## src/rtl/decode_stage.sv

```systemverilog
// RV32I decode / operand-fetch stage: decodes the fetched word, reads rs1/rs2 from a
// 32x32 register file with writeback bypass, and hands a registered bundle to execute.
module decode_stage #(
  parameter int XLEN  = 32,
  parameter int NREGS = 32
) (
  input  logic            CLK,
  input  logic            RST,
  input  logic            in_valid,
  output logic            in_ready,
  input  logic [31:0]     in_instr,
  input  logic [XLEN-1:0] in_pc,
  input  logic            wb_en,
  input  logic [4:0]      wb_rd,
  input  logic [XLEN-1:0] wb_data,
  output logic            out_valid,
  input  logic            out_ready,
  output logic [4:0]      out_instr_type,
  output logic [2:0]      out_funct3,
  output logic [6:0]      out_funct7,
  output logic [4:0]      out_rd,
  output logic [XLEN-1:0] out_rrs1,
  output logic [XLEN-1:0] out_rrs2,
  output logic [XLEN-1:0] out_imm,
  output logic [XLEN-1:0] out_pc,
  output logic            out_illegal
);
  localparam logic [4:0] OPC_LOAD   = 5'b00000;
  localparam logic [4:0] OPC_OP_IMM = 5'b00100;
  localparam logic [4:0] OPC_AUIPC  = 5'b00101;
  localparam logic [4:0] OPC_STORE  = 5'b01000;
  localparam logic [4:0] OPC_OP     = 5'b01100;
  localparam logic [4:0] OPC_LUI    = 5'b01101;
  localparam logic [4:0] OPC_BRANCH = 5'b11000;
  localparam logic [4:0] OPC_JALR   = 5'b11001;
  localparam logic [4:0] OPC_JAL    = 5'b11011;

  function automatic logic [XLEN-1:0] imm_decode(input logic [31:0] ins, input logic legal);
    logic signed [XLEN-1:0] imm;
    logic [4:0] opc;
    logic [2:0] f3;
    opc = ins[6:2];
    f3  = ins[14:12];
    imm = '0;
    if (legal) begin
      case (opc)
        OPC_LOAD, OPC_JALR: imm = {{(XLEN-12){ins[31]}}, ins[31:20]};
        OPC_OP_IMM:
          if (f3 == 3'b001 || f3 == 3'b101) imm = {{(XLEN-5){1'b0}}, ins[24:20]};
          else                              imm = {{(XLEN-12){ins[31]}}, ins[31:20]};
        OPC_STORE:  imm = {{(XLEN-12){ins[31]}}, ins[31:25], ins[11:7]};
        OPC_BRANCH: imm = {{(XLEN-13){ins[31]}}, ins[31], ins[7], ins[30:25], ins[11:8], 1'b0};
        OPC_LUI, OPC_AUIPC: imm = {{(XLEN-32){ins[31]}}, ins[31:12], 12'b0};
        OPC_JAL:    imm = {{(XLEN-21){ins[31]}}, ins[31], ins[19:12], ins[20], ins[30:21], 1'b0};
        default:    imm = '0;
      endcase
    end
    return imm;
  endfunction

  logic [XLEN-1:0] rf_q [NREGS];
  logic [XLEN-1:0] rf_d [NREGS];
  logic            wr_en;

  logic            valid_q, valid_d;
  logic [4:0]      type_q, type_d;
  logic [2:0]      funct3_q, funct3_d;
  logic [6:0]      funct7_q, funct7_d;
  logic [4:0]      rd_q, rd_d;
  logic [4:0]      rs1_q, rs1_d;
  logic [4:0]      rs2_q, rs2_d;
  logic [XLEN-1:0] rrs1_q, rrs1_d;
  logic [XLEN-1:0] rrs2_q, rrs2_d;
  logic [XLEN-1:0] imm_q, imm_d;
  logic [XLEN-1:0] pc_q, pc_d;
  logic            illegal_q, illegal_d;

  logic [4:0]      opc, rs1, rs2;
  logic [2:0]      f3;
  logic            legal, is_shift, accept;
  logic [XLEN-1:0] op1, op2;

  assign wr_en    = wb_en && (wb_rd != 5'd0);
  assign in_ready = !valid_q || out_ready;
  assign accept   = in_valid && in_ready;

  always_comb begin
    rf_d = rf_q;
    if (wr_en) rf_d[wb_rd] = wb_data;
  end

  // Decode and bypassed operand read for the incoming instruction
  always_comb begin
    opc = in_instr[6:2];
    f3  = in_instr[14:12];
    rs1 = in_instr[19:15];
    rs2 = in_instr[24:20];
    legal = 1'b0;
    if (in_instr[1:0] == 2'b11) begin
      case (opc)
        OPC_LOAD, OPC_OP_IMM, OPC_AUIPC, OPC_STORE, OPC_OP,
        OPC_LUI, OPC_BRANCH, OPC_JALR, OPC_JAL: legal = 1'b1;
        default: legal = 1'b0;
      endcase
    end
    is_shift = (opc == OPC_OP_IMM) && (f3 == 3'b001 || f3 == 3'b101);
    op1 = (rs1 == 5'd0) ? '0 : (wr_en && wb_rd == rs1) ? wb_data : rf_q[rs1];
    op2 = (rs2 == 5'd0) ? '0 : (wr_en && wb_rd == rs2) ? wb_data : rf_q[rs2];
  end

  always_comb begin
    valid_d   = valid_q;
    type_d    = type_q;
    funct3_d  = funct3_q;
    funct7_d  = funct7_q;
    rd_d      = rd_q;
    rs1_d     = rs1_q;
    rs2_d     = rs2_q;
    rrs1_d    = rrs1_q;
    rrs2_d    = rrs2_q;
    imm_d     = imm_q;
    pc_d      = pc_q;
    illegal_d = illegal_q;
    if (accept) begin
      valid_d   = 1'b1;
      type_d    = opc;
      funct3_d  = f3;
      funct7_d  = (legal && (opc == OPC_OP || is_shift)) ? in_instr[31:25] : 7'd0;
      rd_d      = (!legal || opc == OPC_STORE || opc == OPC_BRANCH) ? 5'd0 : in_instr[11:7];
      rs1_d     = rs1;
      rs2_d     = rs2;
      rrs1_d    = op1;
      rrs2_d    = op2;
      imm_d     = imm_decode(in_instr, legal);
      pc_d      = in_pc;
      illegal_d = !legal;
    end else if (valid_q && out_ready) begin
      valid_d = 1'b0;
    end else if (valid_q) begin
      // Stalled bundle tracks writebacks to its source registers
      if (wr_en && wb_rd == rs1_q) rrs1_d = wb_data;
      if (wr_en && wb_rd == rs2_q) rrs2_d = wb_data;
    end
  end

  always_ff @(posedge CLK) begin
    if (RST) begin
      for (int i = 0; i < NREGS; i++) rf_q[i] <= '0;
      valid_q   <= 1'b0;
      type_q    <= '0;
      funct3_q  <= '0;
      funct7_q  <= '0;
      rd_q      <= '0;
      rs1_q     <= '0;
      rs2_q     <= '0;
      rrs1_q    <= '0;
      rrs2_q    <= '0;
      imm_q     <= '0;
      pc_q      <= '0;
      illegal_q <= 1'b0;
    end else begin
      for (int i = 0; i < NREGS; i++) rf_q[i] <= rf_d[i];
      valid_q   <= valid_d;
      type_q    <= type_d;
      funct3_q  <= funct3_d;
      funct7_q  <= funct7_d;
      rd_q      <= rd_d;
      rs1_q     <= rs1_d;
      rs2_q     <= rs2_d;
      rrs1_q    <= rrs1_d;
      rrs2_q    <= rrs2_d;
      imm_q     <= imm_d;
      pc_q      <= pc_d;
      illegal_q <= illegal_d;
    end
  end

  assign out_valid      = valid_q;
  assign out_instr_type = type_q;
  assign out_funct3     = funct3_q;
  assign out_funct7     = funct7_q;
  assign out_rd         = rd_q;
  assign out_rrs1       = rrs1_q;
  assign out_rrs2       = rrs2_q;
  assign out_imm        = imm_q;
  assign out_pc         = pc_q;
  assign out_illegal    = illegal_q;
endmodule

```

## config.mk

```make
export PLATFORM = sky130hd
export DESIGN_NAME = decode_stage
export DESIGN_NICKNAME = d
export VERILOG_FILES = /design/src/rtl/decode_stage.sv
export SDC_FILE = /design/constraint.sdc
export NUM_CORES = 2
export LEC_CHECK = 0
export CORE_MARGIN = 5
export CORE_UTILIZATION = 55
export CTS_BUF_LIST = sky130_fd_sc_hd__clkbuf_4
export DETAILED_ROUTE_END_ITERATION = 16
export PLACE_DENSITY = 0.74
export SETUP_SLACK_MARGIN = 0.3
export SKIP_CTS_REPAIR_TIMING = 1
export SYNTH_ARGS = -nofsm -noshare
export SYNTH_HDL_FRONTEND = slang
export SYNTH_SLANG_ARGS = --single-unit
```

## constraint.sdc

```tcl
create_clock -name CLK -period 2.5 [get_ports CLK]
set_input_delay 0.375 -clock CLK [delete_from_list [all_inputs] [get_ports CLK]]
set_output_delay 0.375 -clock CLK [all_outputs]
set_load 0.05 [all_outputs]
```

==> flow_summary.ini <==
[hold_path]
worstHoldStart = in_instr[4]
hp-class = in -> reg

[layout]
finalNonFillerCells = 8356
num-fill-cells = 7890
drive_gt1_frac = 0.247
fin_nets = 6878
syn_to_final_growth_pct = 21.3

[synthesis]
ys.flop_type = dfxtp_1
synthesis.nets = 6501
synth_area_leaders = dfxtp_1 (41%), mux4_2 (20%), nand2_1 (14%)
avgSynthCellArea_sq_um = 8.95
synth_top_area_share = 0.414
synthCells = 6395
ys_seq_elements = 1184
yosysTopAreaCell = dfxtp_1
syn_area_sq_mm = 0.0572
synth_most_common_cell = nand2_1
async_reset_ff_frac = 0
synth-edff-count = 0
synth_common_cells = nand2_1 (2205), dfxtp_1 (1184), a21oi_1 (1046)
ys_seq_area_frac = 0.414
yosysWarnings = 0
synth.distinct_cells = 62

[sta]
holdWs_ns = -0.0461
tightest_slew_ns = 1.23
setup_viol = 1
period_minus_slack_ns = 2.50
maxSlewViolCount = 0
max_freq_mhz = 400
slew_headroom = 0.182
rsz0062_at_grt = true
fin_setup_tns_ns = -0.000233
post-route-period-util = 1.00
finalHoldViolations = 7
fin_skew_ns = 0.106
setup_ws_ns = -0.000233

[placement]
gp_congestion = 0.933
dpl.cell_count = 7746
place_hpwl_mm = 139
port_buffers = 256
pre_cts_ws_ns = -0.144

[worst_setup_path]
path_class = reg -> out
endpoint_kind = output port
startpoint = out_valid$_SDFFE_PP0P_
cp-start-kind = flip-flop
path_max_fanout = 4
arrival_ns = 2.13
critPathRequiredTime_ns = 2.12
reg2reg_from = out_valid$_SDFFE_PP0P_

[global_route]
antenna_found_initial = 8
grt_pass1_wl_mm = 328
grt_overflow = 0
grt_pass1_vias = 54100
track_usage = 0.387
grt_max_degree = 210

[routing]
wl_met3_mm = 33.1
first_pass_iters = 9
remaining_drc_errors = 0
post_drt_wl_per_cell_um = 27.1
drt-total-wl_mm = 226
first_iter_violations = 8840
via_count = 56000
top_layer_used = met5
wirelength_met1_mm = 76.3
ant_nets = 0
via_per_inst = 6.70
met2_length_mm = 98.4

[cts]
cts_buffer_depth = 4
cts_buffers = 326
cts_tree = built
cts_sinks = 1184
clkTransAtPathRegs_ns = 0.07
insertion_delay_ns = 1.25
htreeDepth = 5
cts_root_buffer = clkbuf_4

[outcome]
failed_checks = hold timing, setup timing
status = finished with violations

[job]
maxCapViolCount = 0

[power]
power_density_mw_per_mm2 = 578
ir_drop_v = 0.000478
power_leakage_nw = 24.1

[floorplan]
die_h_um = 333
num_rows = 118
start_util = 0.553
die_x_um = 333
boundaryPins = 257
core-area_sq_mm = 0.103
dieArea_sq_mm = 0.111
[critical path, cell delays in order, from the launching register on]
cell,delay [ns]
dfxtp_2,0.32
nor2b_1,0.12
buf_4,0.14
inv_4,0.03
buf_6,0.12
buf_8,0.14
[stage by stage]
step,total power (W),utilization,cell area (sq um)
floorplan,0.0216,-,57300
global placement,0.0232,0.625,64600
detailed placement,0.0232,0.625,64600
CTS,0.0399,0.661,68500
global route,0.0413,0.671,69500
finish,0.0401,0.671,69500
[final timing paths]
kind,endpoint,slack (ns),depth (start not counted)
max,in_ready,-0.0002,5
min,out_instr_type[2]$_SDFFE_PP0P_,-0.05,4
max reg2reg,out_rrs1[25]$_SDFFE_PP0P_,0.32,9
min reg2reg,out_pc[26]$_SDFFE_PP0P_,0.45,2
[flip-flops by register name (all words and copies together), names as in the netlist]
name            cells
out_funct3          3
out_funct7          7
out_illegal         1
out_imm            32
out_instr_type      5
out_pc             32
out_rd              5
out_rrs1           32
out_rrs2           32
out_valid           1
rf_q             1024
rs1_q               5
rs2_q               5
[cell families (layout without fill, tap and decap cells)]
logic type                after synthesis  after routing  share of synthesized area
and+or+nand+nor                      2393           2393                      0.162
DFF                                  1184           1184                      0.414
AOI/OAI and AO/OA                    1530           1530                      0.160
other                                   0              6                          0
xor gates and xnor gates               19             19                    0.00291
buffers and inverters                 693           1268                     0.0488
muxes                                 576            576                      0.213
[report_power, final]
group / internal (W) / switching, W
clock: 0.00878 / 0.00828
combinational: 0.00142 / 0.00250
sequential: 0.0190 / 0.000130
total: 0.0292 / 0.0109
[layout by cell type, fill, tap and decap left out, types with 32 or more instances in the layout]
cell type and count:
o211ai_1 32, mux4_2 512, clkbuf_4 477, dfxtp_1 1111
buf_12 192, a32oi_1 70, a22o_1 83, o221ai_1 32
buf_4 244, nand2_2 34, nand2_1 2172, mux2i_1 64
clkdlybuf4s50_1 100, a21oi_1 1046, buf_6 99, dlygate4sd3_1 71
nor2b_1 36, clkinv_1 44, dfxtp_2 67, nor2_1 59
nor2_4 35, a22oi_1 204, a21o_1 32
[final cells by class]
| type | count | area [sq um] | area share |
|---|---|---|---|
| well taps | 1380 | 1730 | 0.0249 |
| diodes | 6 | 15.0 | 0.000216 |
| multi-input cells | 4518 | 31200 | 0.449 |
| inverters | 7 | 28.8 | 0.000414 |
| repair buffers | 735 | 8860 | 0.128 |
| clock inverters | 60 | 323 | 0.00465 |
| flip-flops and latches | 1184 | 23800 | 0.343 |
| clock buffers | 466 | 3500 | 0.0504 |
[per-layer routing]
| metal | vias up | global-route usage |
|---|---|---|
| li1 | 23400 | - |
| met1 | 26600 | 0.473 |
| met2 | 4641 | 0.584 |
| met3 | 1295 | 0.130 |
| met4 | 8 | 0.259 |
| met5 | - | 0 |
(Power assumes the default switching activity.)
